**config.mk**
```make
export PLATFORM = sky130hd
export DESIGN_NAME = rv32_csr_sequencer
export DESIGN_NICKNAME = d
export VERILOG_FILES = /design/src/rtl/rv32_csr_sequencer_pkg.sv /design/src/rtl/rv32_csr_alu.sv /design/src/rtl/rv32_csr_sequencer.sv
export SDC_FILE = /design/constraint.sdc
export NUM_CORES = 1
export LEC_CHECK = 0
export CAP_MARGIN = 20
export CORE_AREA = 2 2 153 155
export CTS_BUF_LIST = sky130_fd_sc_hd__clkbuf_4 sky130_fd_sc_hd__clkbuf_8
export CTS_CLUSTER_DIAMETER = 30
export CTS_CLUSTER_SIZE = 10
export DETAILED_ROUTE_END_ITERATION = 16
export DIE_AREA = 0 0 155 157
export PLACE_DENSITY_LB_ADDON = 0.15
export SLEW_MARGIN = 25
export SYNTH_ARGS = -nofsm -noshare
export SYNTH_HDL_FRONTEND = slang
export SYNTH_SLANG_ARGS = --single-unit
```
**constraint.sdc**
```tcl
create_clock -name clk -period 4.7 [get_ports clk]
set_clock_uncertainty 0.15 [all_clocks]
set_input_delay 0.94 -clock clk [delete_from_list [all_inputs] [get_ports clk]]
set_output_delay 0.94 -clock clk [all_outputs]
set_load 0.005 [all_outputs]
```
**src/rtl/rv32_csr_sequencer_pkg.sv**
```systemverilog
// Shared CSR definitions: operation and sequencer state enums, CSR addresses,
// the write-request bundle, and the table of implemented CSR ids.
package rv32_csr_sequencer_pkg;

  localparam int NUM_IMPL_CSRS = 10;

  // mstatus bit positions
  localparam int MIE_BIT  = 3;
  localparam int MPIE_BIT = 7;

  typedef enum logic [1:0] {
    CSR_RW = 2'd0,
    CSR_RS = 2'd1,
    CSR_RC = 2'd2
  } csr_op_t;

  typedef enum logic [3:0] {
    IDLE,
    EXEC,
    RESP,
    T_MEPC,
    T_MCAUSE,
    T_MSTATUS,
    T_VEC,
    M_MSTATUS,
    M_VEC
  } csr_seq_state_t;

  // CSR addresses shared by the bank and the sequencer
  localparam logic [11:0] CSR_MSTATUS   = 12'h300;
  localparam logic [11:0] CSR_MIE       = 12'h304;
  localparam logic [11:0] CSR_MTVEC     = 12'h305;
  localparam logic [11:0] CSR_MSCRATCH  = 12'h340;
  localparam logic [11:0] CSR_MEPC      = 12'h341;
  localparam logic [11:0] CSR_MCAUSE    = 12'h342;
  localparam logic [11:0] CSR_MCYCLE    = 12'hB00;
  localparam logic [11:0] CSR_MINSTRET  = 12'hB02;
  localparam logic [11:0] CSR_MCYCLEH   = 12'hB80;
  localparam logic [11:0] CSR_MINSTRETH = 12'hB82;

  typedef struct packed {
    logic        write;
    logic [11:0] id;
    logic [31:0] value;
  } csr_write_request_t;

  typedef struct packed {
    logic mie;
    logic mpie;
  } mstatus_t;

  // Every id the bank implements; anything else is an illegal access
  localparam logic [NUM_IMPL_CSRS-1:0][11:0] LEGAL_CSR_IDS = {
    CSR_MINSTRETH, CSR_MCYCLEH, CSR_MINSTRET, CSR_MCYCLE, CSR_MCAUSE,
    CSR_MEPC, CSR_MSCRATCH, CSR_MTVEC, CSR_MIE, CSR_MSTATUS
  };

  function automatic logic csr_is_legal(input logic [11:0] id);
    logic hit;
    hit = 1'b0;
    for (int i = 0; i < NUM_IMPL_CSRS; i++) begin
      if (LEGAL_CSR_IDS[i] == id) hit = 1'b1;
    end
    return hit;
  endfunction

endpackage

```
**src/rtl/rv32_csr_alu.sv**
```systemverilog
// Read-modify-write datapath for CSR instructions: computes the new value,
// whether the write really happens, and whether the access is illegal.
module rv32_csr_alu
  import rv32_csr_sequencer_pkg::*;
(
  input  csr_op_t     op,
  input  logic [11:0] id,
  input  logic [31:0] old_value,
  input  logic [31:0] operand,
  input  logic        src_zero,
  output logic [31:0] new_value,
  output logic        write_en,
  output logic        illegal
);

  logic write_attempt;

  // CSRRS/CSRRC with a zero source are pure reads; CSRRW always writes
  assign write_attempt = (op == CSR_RW) || !src_zero;

  // Unknown id, or a write aimed at the read-only address quadrant
  assign illegal  = !csr_is_legal(id) || (write_attempt && (id[11:10] == 2'b11));
  assign write_en = write_attempt && !illegal;

  // Select the modified value for the requested operation
  always_comb begin
    new_value = operand;
    case (op)
      CSR_RW:  new_value = operand;
      CSR_RS:  new_value = old_value | operand;
      CSR_RC:  new_value = old_value & ~operand;
      default: new_value = operand;
    endcase
  end

endmodule

```
**src/rtl/rv32_csr_sequencer.sv**
```systemverilog
// CSR bank initiator: runs CSR instructions as read-modify-write accesses and
// serialises trap entry / MRET into one-write-per-cycle sequences ending with
// a fetch redirect.
module rv32_csr_sequencer
  import rv32_csr_sequencer_pkg::*;
(
  input  logic               clk,
  input  logic               reset,
  input  logic               req_valid,
  output logic               req_ready,
  input  csr_op_t            req_op,
  input  logic [11:0]        req_csr_id,
  input  logic [31:0]        req_operand,
  input  logic               req_src_zero,
  output logic               rsp_valid,
  input  logic               rsp_ready,
  output logic [31:0]        rsp_rdata,
  output logic               rsp_illegal,
  input  logic               trap_valid,
  output logic               trap_ready,
  input  logic [31:0]        trap_cause,
  input  logic [31:0]        trap_pc,
  input  logic               mret_valid,
  output logic               mret_ready,
  output logic [11:0]        csr_read_id,
  input  logic [31:0]        csr_read_value,
  output csr_write_request_t csr_write_request,
  input  mstatus_t           mstatus,
  output logic               redirect_valid,
  output logic [31:0]        redirect_pc
);

  csr_seq_state_t state, state_next;

  csr_op_t     op_q;
  logic [11:0] id_q;
  logic [31:0] operand_q;
  logic        src_zero_q;
  logic [31:0] cause_q;
  logic [31:0] pc_q;
  logic [31:0] old_q;
  logic        illegal_q;

  logic [31:0] alu_new;
  logic        alu_we;
  logic        alu_ill;
  logic        idle;
  logic        unused_pc_lsb;

  // mepc is always word aligned, so the low PC bits never reach the bank
  assign unused_pc_lsb = ^pc_q[1:0];

  // Trap wins over MRET, MRET wins over an instruction; nothing is accepted in reset
  assign idle       = (state == IDLE) && !reset;
  assign trap_ready = idle;
  assign mret_ready = idle && !trap_valid;
  assign req_ready  = idle && !trap_valid && !mret_valid;

  rv32_csr_alu u_alu (
    .op        (op_q),
    .id        (id_q),
    .old_value (csr_read_value),
    .operand   (operand_q),
    .src_zero  (src_zero_q),
    .new_value (alu_new),
    .write_en  (alu_we),
    .illegal   (alu_ill)
  );

  // State register
  always_ff @(posedge clk or posedge reset) begin
    if (reset) state <= IDLE;
    else       state <= state_next;
  end

  // Latch request fields at acceptance and the old CSR value during EXEC
  always_ff @(posedge clk) begin
    if (trap_valid && trap_ready) begin
      cause_q <= trap_cause;
      pc_q    <= trap_pc;
    end
    if (req_valid && req_ready) begin
      op_q       <= req_op;
      id_q       <= req_csr_id;
      operand_q  <= req_operand;
      src_zero_q <= req_src_zero;
    end
    if (state == EXEC) begin
      old_q     <= alu_ill ? 32'h0 : csr_read_value;
      illegal_q <= alu_ill;
    end
  end

  // Next-state selection: arbitration in IDLE, fixed walks through the sequences
  always_comb begin
    state_next = state;
    case (state)
      IDLE: begin
        if (trap_valid)      state_next = T_MEPC;
        else if (mret_valid) state_next = M_MSTATUS;
        else if (req_valid)  state_next = EXEC;
      end
      EXEC:      state_next = RESP;
      RESP:      if (rsp_ready) state_next = IDLE;
      T_MEPC:    state_next = T_MCAUSE;
      T_MCAUSE:  state_next = T_MSTATUS;
      T_MSTATUS: state_next = T_VEC;
      T_VEC:     state_next = IDLE;
      M_MSTATUS: state_next = M_VEC;
      M_VEC:     state_next = IDLE;
      default:   state_next = IDLE;
    endcase
  end

  // Per-state bank accesses, response and redirect outputs
  always_comb begin
    csr_read_id       = 12'h0;
    csr_write_request = '0;
    rsp_valid         = 1'b0;
    rsp_rdata         = 32'h0;
    rsp_illegal       = 1'b0;
    redirect_valid    = 1'b0;
    redirect_pc       = 32'h0;
    case (state)
      EXEC: begin
        csr_read_id             = id_q;
        csr_write_request.write = alu_we;
        csr_write_request.id    = id_q;
        csr_write_request.value = alu_new;
      end
      RESP: begin
        rsp_valid   = 1'b1;
        rsp_rdata   = old_q;
        rsp_illegal = illegal_q;
      end
      T_MEPC: begin
        csr_write_request.write = 1'b1;
        csr_write_request.id    = CSR_MEPC;
        csr_write_request.value = {pc_q[31:2], 2'b00};
      end
      T_MCAUSE: begin
        csr_write_request.write = 1'b1;
        csr_write_request.id    = CSR_MCAUSE;
        csr_write_request.value = cause_q;
      end
      T_MSTATUS: begin
        // Stash MIE into MPIE and disable interrupts
        csr_write_request.write           = 1'b1;
        csr_write_request.id              = CSR_MSTATUS;
        csr_write_request.value[MPIE_BIT] = mstatus.mie;
      end
      T_VEC: begin
        csr_read_id    = CSR_MTVEC;
        redirect_valid = 1'b1;
        redirect_pc    = {csr_read_value[31:2], 2'b00};
      end
      M_MSTATUS: begin
        // Restore MIE from MPIE and set MPIE
        csr_write_request.write           = 1'b1;
        csr_write_request.id              = CSR_MSTATUS;
        csr_write_request.value[MIE_BIT]  = mstatus.mpie;
        csr_write_request.value[MPIE_BIT] = 1'b1;
      end
      M_VEC: begin
        csr_read_id    = CSR_MEPC;
        redirect_valid = 1'b1;
        redirect_pc    = csr_read_value;
      end
      default: ;
    endcase
  end

endmodule

```
== Word level (Yosys, flattened, before mapping) ==
Index checks and enable logic that the tools add are counted.

* Equal/unequal tests: 23
* Mux-type cells: 28
* Bitwise logic cells: 3
* Reduce and logical (&&, ||, !) cells: 20

{| class="wikitable"
|+ Operators by type and width
! operator !! number
|-
| one-hot mux 32 bit (2 select lines) || 2
|-
| equality test 10 x 12 -> 1 bit, first input constant || 6
|-
| one-hot mux 24 bit (3 select lines) || 1
|-
| one-hot mux 13 bit (4 select lines) || 1
|-
| equality test 12 bit, first input constant || 4
|-
| one-hot mux 12 bit (3 select lines) || 1
|-
| bitwise AND 32 bit || 1
|-
| two-way mux 32 bit || 1
|-
| inverter 32 bit || 1
|-
| bitwise OR 32 bit || 1
|-
| one-hot mux 4 bit (7 select lines) || 1
|-
| one-hot mux 3 bit (3 select lines) || 2
|-
| equality test 4 x 3 -> 1 bit, second input constant || 4
|-
| two-way mux 4 bit || 4
|-
| two-way mux 1 bit || 13
|-
| equality test 4 x 2 -> 1 bit, second input constant || 2
|-
| logical AND 1 bit || 7
|-
| logical NOT 1 bit || 6
|-
| one-hot mux 1 bit (5 select lines) || 1
|-
| equality test 2 bit, second input constant || 2
|-
| equality test 4 x 1 -> 1 bit, second input constant || 1
|-
| equality test 4 bit, second input constant || 1
|-
| logical NOT 4 bit || 1
|-
| inequality test 4 bit, second input constant || 1
|-
| other kinds (7) || 9
|}

* Register bits: 148
* Output and inout port bits: 127

== Longest topological paths before layout ==
Gate-level depths: netlist of run 1.

* Depth after elaboration: 16
* Gate-level depth with buffers: 8

== Cells and area by module ==
Synthesis of run 1 repeated with hierarchy kept, for this count alone.

* Cell total of the unflattened synthesis: 526
* Area total of the unflattened synthesis: 6,774.0 sq um

{| class="wikitable"
|+ Modules (own cells, without submodules)
! module !! instances !! cells each !! area each (sq um) !! sequential area each (sq um)
|-
| rv32_csr_sequencer || 1 || 401 || 6,034.5 || 4,364.2
|-
| rv32_csr_alu || 1 || 125 || 739.5 || 0.0
|}

== Worst setup path after synthesis of run 1 ==
OpenSTA, ideal clock, no wires.

* Path kind: flip-flop to output port
* Start point: register state[2]
* End point: output port csr_read_id[10]
* Arrival time: 2.194 ns
* Path slack: 1.416 ns
* Cell stages (with the launch flop): 7
* Path buffers: 2
* Cells stage by stage: dfrtp_1 buf_2 nor2_4 nand3b_2 inv_2 clkbuf_1 and2_1

* Cells in the longest elaborated chain, start to end: 2
* Elaborated cells between the ends (all ways): 4
* Classes of those cells: eq/ne (3); mux (1)

{| class="wikitable"
|+ RTL lines
! what !! RTL line !! source
|-
| start, declared || rv32_csr_sequencer.sv:33 || <nowiki>csr_seq_state_t state, state_next;</nowiki>
|-
| start signal, assigned || rv32_csr_sequencer.sv:73 || <nowiki>else state <= state_next;</nowiki>
|-
| equality test 4 bit, or another cell as far along || rv32_csr_sequencer.sv:124 || <nowiki>case (state)</nowiki>
|-
| one-hot mux 12 bit (3 select lines) (*) || rv32_csr_sequencer.sv:124 ||
|-
| end, declared || rv32_csr_sequencer.sv:25 || <nowiki>output logic [11:0] csr_read_id,</nowiki>
|}

Every way passes the cells marked *; elsewhere a longest branch is shown, timed or not.

==> flow_summary_export.csv, run 1 <==
group,metric,value,unit
clocking,clock_sinks,146,
finish,fin_cells,1109,
setup_path,setup_cp_type,"flip-flop to output pin",
clocking,cts_hold_repair.buffers,0,
timing,worst-slew-pin-transition,0.870,ns
routing,drt_pass1_iterations,5,
placed_design,dp.cells,1077,
clocking,clk-insertion-delay-late,0.44,ns
global_routing,largest_net_degree_at_the_start_of_global_routing,63,
power,max-vdd-ir-drop,197,µV
timing,totalNegativeSetupSlack,0,ns
routing,wl,22200,µm
clocking,clock_tree.htree_level_count,4,
floorplanning,floorplan.initialDensity,29.7,%
placed_design,place_hpwl,15700,µm
logic_synthesis,synthesis.instances,541,
logic_synthesis,ys_top_cells_by_area,"edfxtp_1 64%, and2_1 7.0%, a21oi_1 5.3%, a221o_1 4.0%, and3_1 3.3%",
timing,grt_setup_unrepaired,"no",
setup_path,cell_type_of_the_slowest_stage_on_the_worst_timing_path,"dfrtp_1",
placed_design,io_buffers,275,
timing,hold_viol_final,0,
setup_path,timing.critical_path.required,3.61,ns
floorplanning,core.rowCount,55,
clocking,tritoncts,"done",
clocking,cts-root-buf,"clkbuf_8",
floorplanning,die_area,24300,µm²
floorplanning,core-area,22500,µm²
timing,final.min_clock_period,4.26,ns
setup_path,cp_data_arrival_time,3.17,ns
global_routing,groute.usage.overall,18.0,%
logic_synthesis,ff_latch_count_synth,146,
logic_synthesis,yosys.area.top_type,"edfxtp_1",
finish,finish.utilization,45.2,%
global_routing,grt_overflow_total,0,
setup_path,cp-end-kind,"output pin",
logic_synthesis,synth-async-reset-ratio,2.74,%
logic_synthesis,synth-seq-area-share,65.3,%
logic_synthesis,post_synth_edffs,142,
routing,route.detailed.drc,0,
timing,setup-violations-final,0,
global_routing,antenna_found_initial,0,
finish,area_growth_syn_to_layout,52.2,%
routing,drtAntennaViolNets,0,
setup_path,cpPeakStageDelay,0.64,ns
power,power_leakage,3.76,nW
clocking,cts_made_buffers,17,
logic_synthesis,netlist-cell-type-count,44,
finish,fillCellCount,2076,
logic_synthesis,synth_largest_type_area_fraction,63.8,%
job,maxCapViolCount,0,
global_routing,via_count_of_the_first_global_routing_pass,5449,
logic_synthesis,ys_dominant_reg_cell,"edfxtp_1",
routing,iteration_0_drc_count_of_the_detailed_router,293,
setup_path,critical_path.startpoint_type,"flip-flop",
floorplanning,die_width,155,µm
finish,nNetsFinal,965,
finish,antenna_cells_inserted,0,
clocking,postCtsResizedCells,0,
clocking,clkSlewWorstSetupHoldPaths,0.08,ns
outcome,status,"complete, no violations",
setup_path,path_max_fanout,21,
timing,timing.fmax,235,MHz
global_routing,grt_first_pass_wirelength,32200,µm
clocking,cts_buffer_depth,2,
timing,final_min_period_over_clock_period,90.6,%
logic_synthesis,syn_nets,695,
logic_synthesis,yosysWarningCount,0,
logic_synthesis,syn_avg_cell_area,12.3,µm²
finish,layout-drive-gt1-share,7.28,%
routing,route.vias.total,5272,
floorplanning,dieHeight,157,µm
clocking,cts_setup_buffers,0,
placed_design,place_congestion,0.762,
timing,relSlewSlack,42.0,%
worst_hold_path,worst_hold_path_type,"input port to asynchronous set/reset pin",
logic_synthesis,synth_area,6680,µm²
floorplanning,design.portCount,278,
routing,post_drt_wl_per_cell,20.1,µm
power,power.density,444,nW/µm²
timing,slew_viol_final,0,
routing,routed_via_density,4.75,
setup_path,worstPathCellList,"nor2_4 -> nand3b_2 -> buf_4 -> nor3_1 -> a221o_1 -> clkdlybuf4s50_1",
power,power.total,4.52,mW
synthesized netlist by cell type (2+ instances only):
cell type,instances
and4b_1,2
and3_1,35
inv_2,2
ha_1,3
edfxtp_1,142
nor2b_1,5
dfrtp_1,4
nor2_1,14
o21ai_1,4
buf_6,3
and2_1,75
a21o_1,4
buf_2,16
nand2_1,8
nand3b_1,2
nand2b_1,5
inv_1,37
a21oi_1,71
clkbuf_1,22
nor3_1,34
a221o_1,27
o21ai_0,4
cell families after synthesis:
kind of cell,Yosys count,share of synthesized area [%]
adders and majority gates,3,0.562
buffers and inverters,80,5.13
muxes,1,0.150
and+or+nand+nor,189,16.8
DFF,146,65.3
AOI/OAI and AO/OA,122,12.1
final cells by class:
| class | count | area, µm² | area share (%) |
|---|---|---|---|
| clock buffers | 18 | 241 | 2.38 |
| repair buffers | 292 | 2880 | 28.3 |
| clock inverters | 14 | 179 | 1.76 |
| well taps | 285 | 357 | 3.51 |
| flip-flops and latches | 146 | 4360 | 42.9 |
| inverters | 39 | 146 | 1.44 |
| multi-input cells | 315 | 2000 | 19.6 |
per-layer routing:
| metal | wire, µm | vias to the layer above | global-route usage (%) |
|---|---|---|---|
| met4 | 213 | 0 | 4.63 |
| met3 | 1370 | 12 | 4.79 |
| met5 | 0 | - | 0 |
| met1 | 9190 | 2547 | 21.9 |
| li1 | - | 2526 | - |
| met2 | 11500 | 187 | 31.6 |
metrics by stage:
step	cell area [µm²]	setup WS [ns]	hold slack [ns]
after floorplan	6680	1.42	0.411
after global placement	9740	0.953	0.664
after detailed placement	9740	0.905	0.669
after CTS	10200	0.411	0.550
after global routing	10200	0.255	0.568
final	10200	0.443	0.570
final timing paths:
kind                           from                     to  slack (ns)  cells past startpoint
max                        state[3]  csr_write_request[19]        0.44                      6
min                           reset               state[2]        0.57                      2
max reg2reg                state[3]              old_q[21]        1.83                      4
min reg2reg                state[3]               state[2]        0.71                      1
max in group asynchronous     reset               state[1]        3.68                      2
min in group clk           state[3]               state[2]        0.71                      1
worst max-delay path, delay by kind of cell (launching register included):
family	cells	cell delay, ns
buffers and inverters	2	0.96
AO/OA/AOI/OAI	1	0.15
flip-flops	1	0.64
AND/OR/NAND/NOR	3	0.96
report_power, final:
group	leakage, nW	internal, mW	switching, mW
Clock	0.199	0.538	0.519
Combinational	2.20	0.974	0.805
Sequential	1.36	1.60	0.0844
flip-flops by register name (all words and copies together) (netlist names):
register	flops
illegal_q	1
pc_q	30
operand_q	32
op_q	2
id_q	12
state	4
old_q	32
cause_q	32
src_zero_q	1
cell usage in the layout (no fill, tap or decap), types with 17 or more instances in the layout:
cell | Yosys | layout
nor3_1 | 34 | 33
and2_1 | 75 | 75
clkbuf_8 | 0 | 17
buf_4 | 0 | 17
clkdlybuf4s50_1 | 0 | 275
edfxtp_1 | 142 | 142
a221o_1 | 27 | 27
inv_1 | 37 | 37
and3_1 | 35 | 33
a21oi_1 | 71 | 71
Power figures use the tool's default switching activity.
==> run 2, diff against run 1 <==
- CTS_CLUSTER_DIAMETER: 30 -> 100
- GPL_TIMING_DRIVEN: not set -> 0
==> run 2 against run 1 <==
Compared with the run above:
- worst hold slack worse by 0.085 ns
- total power is 0.11% higher
- register-to-register slack improved by 0.43 ns
- first-iteration DRC count down 18%
- count of clock-buffer cells in the layout shrank 1
- utilization is 0.52 points higher
- via count is 3.0% higher
- cell area up 1.1%
- critical path depth is 2 higher
- worst setup slack got worse by 0.0092 ns
- sequential power fell by 3%
- highest routed layer unchanged
- clock power shrank 6%
==> flow_summary_export.csv, run 2 (synthesized netlist as in run 1, its figures left out) <==
group,metric,value,unit
outcome,status,"complete, no violations",
setup_path,r2r.worst_path.cells,6,
worst_hold_path,hold_path.startpoint,"state[2]",
global_routing,largest_net_degree_at_the_start_of_global_routing,48,
placed_design,placed_cell_area,9890,µm²
routing,route.vias.total,5430,
finish,finish.instance_area,10300,µm²
floorplanning,die_area,24300,µm²
setup_path,cp_data_arrival_time,3.18,ns
finish,largest_registers,"cause_q (32), old_q (32), operand_q (32)",
timing,worst-slew-pin-transition,0.826,ns
floorplanning,die_width,155,µm
setup_path,worstPathCellList,"inv_1 -> ha_1 -> buf_2 -> nand2b_1 -> clkbuf_1 -> a21oi_1 -> o311ai_1 -> clkdlybuf4s50_1",
timing,timing.fmax,234,MHz
worst_hold_path,worst_hold_path_type,"flip-flop to flip-flop",
power,power.density,440,nW/µm²
placed_design,io_buffers,275,
floorplanning,floorplan.initialDensity,29.7,%
clocking,clkSlewWorstSetupHoldPaths,0.10,ns
finish,final_common_cell,"clkdlybuf4s50_1",
placed_design,place_congestion,0.770,
global_routing,groute.usage.overall,18.8,%
power,power_report.internal_total,3.04,mW
setup_path,reg2reg_to,"old_q[5]",
timing,grt_setup_unrepaired,"no",
clocking,cts_buffer_depth,2,
job,maxCapViolCount,0,
setup_path,cpPeakStageDelay,0.58,ns
floorplanning,core-area,22500,µm²
timing,final_min_period_over_clock_period,90.8,%
finish,fin_cells,1136,
clocking,cts_hold_repair.buffers,0,
global_routing,via_count_of_the_first_global_routing_pass,5497,
routing,route.detailed.drc,0,
clocking,tritoncts,"done",
clocking,clock_tree.htree_level_count,4,
finish,nNetsFinal,992,
power,p_sw_share,32.8,%
clocking,postCtsResizedCells,0,
finish,area_growth_syn_to_layout,53.9,%
floorplanning,dieHeight,157,µm
setup_path,timing.critical_path.required,3.61,ns
clocking,clock_sinks,146,
setup_path,critical_path.startpoint_type,"flip-flop",
finish,layout-drive-gt1-share,7.76,%
power,power.clock.fraction,22.0,%
setup_path,cell_type_of_the_slowest_stage_on_the_worst_timing_path,"clkdlybuf4s50_1",
power,power_leakage,3.81,nW
floorplanning,core.rowCount,55,
worst_hold_path,min_to,"state[3]",
placed_design,pre_cts_ws,0.894,ns
setup_path,cp-end-kind,"output pin",
worst_hold_path,worst_hold_path.num_cells,2,
power,max-vdd-ir-drop,200,µV
timing,slew_viol_final,0,
setup_path,reg2reg_setup_slack,2.26,ns
global_routing,antenna_found_initial,1,
timing,relSlewSlack,44.7,%
placed_design,place_hpwl,17500,µm
finish,final_cell_mix,"275 x clkdlybuf4s50_1, 142 x edfxtp_1, 75 x and2_1",
clocking,clk-insertion-delay-late,0.46,ns
routing,iteration_0_drc_count_of_the_detailed_router,240,
global_routing,grt_overflow_total,0,
finish,antenna_cells_inserted,0,
timing,hold_viol_final,0,
power,p_switching,1.48,mW
routing,drtAntennaViolNets,0,
setup_path,r2r_start,"state[2]",
routing,wl,23100,µm
routing,post_drt_wl_per_cell,20.3,µm
timing,hold-worst-slack,0.484,ns
clocking,cts_made_buffers,17,
clocking,cts-root-buf,"clkbuf_8",
clocking,cts_setup_buffers,0,
floorplanning,design.portCount,278,
power,power.combinational.fraction,42.0,%
routing,routed_via_density,4.78,
timing,setup-violations-final,0,
timing,layout_setup_ws,0.434,ns
timing,final.min_clock_period,4.27,ns
routing,drt_pass1_iterations,4,
global_routing,grt_first_pass_wirelength,33400,µm
placed_design,dp.cells,1104,
setup_path,setup_cp_type,"flip-flop to output pin",
setup_path,path_max_fanout,10,
power,power.total,4.52,mW
power,power_frac_seq,36.0,%
-- run 2: final cells by class --
| type | count | area [µm²] |
|---|---|---|
| Fill cell | 2048 | 12200 |
| Tap cell | 285 | 357 |
| Multi-Input combinational cell | 315 | 1990 |
| Clock inverter | 15 | 159 |
| Clock buffer | 17 | 234 |
| Sequential cell | 146 | 4360 |
| Timing Repair Buffer | 278 | 2840 |
| Inverter | 39 | 146 |
| Buffer | 41 | 198 |
-- run 2: power groups by stage --
| stage | clock network (mW) | registers [mW] | logic, mW |
|---|---|---|---|
| finish | 0.996 | 1.63 | 1.90 |
| global route | 1.07 | 1.64 | 2.05 |
| CTS | 1.03 | 1.63 | 1.93 |
| detailed placement | 0 | 1.66 | 1.92 |
| global placement | 0 | 1.67 | 1.87 |
| floorplan | 0 | 1.65 | 0.756 |
-- run 2: per-layer routing --
metal  vias to the layer above  GRT usage [%]  share of wire (%)
met5                         -              0                  0
li1                       2589              -                  -
met4                         0           6.70                2.7
met1                      2598           23.2                 41
met2                       207           31.7                 49
met3                        36           5.07                6.7
-- run 2: how the worst max path moves through the flow --
stage               startpoint                    to  slack (ns)  cells after the start
detailed placement     op_q[0]  csr_write_request[7]        0.89                      8
global placement      state[2]        csr_read_id[7]       -0.05                      7
finish                 op_q[0]  csr_write_request[7]        0.43                      8
global route           op_q[0]  csr_write_request[7]        0.17                      8
floorplan             state[2]       csr_read_id[10]        1.42                      6
CTS                    op_q[0]  csr_write_request[7]        0.36                      8
-- run 2: critical path: cells and delay by family (launching register included) --
| family | cells | cell delay (ns) |
|---|---|---|
| buffers and inverters | 4 | 1.36 |
| AO/OA/AOI/OAI | 2 | 0.50 |
| flip-flops | 1 | 0.40 |
| adder cells (fa/ha/maj) | 1 | 0.23 |
| AND/OR/NAND/NOR | 1 | 0.22 |
-- run 2: through the flow --
stage / TNS (ns) / utilization (%)
floorplan: 0 / -
global placement: -0.354 / 43.5
detailed placement: 0 / 43.9
CTS: 0 / 45.7
global route: 0 / 45.7
finish: 0 / 45.7
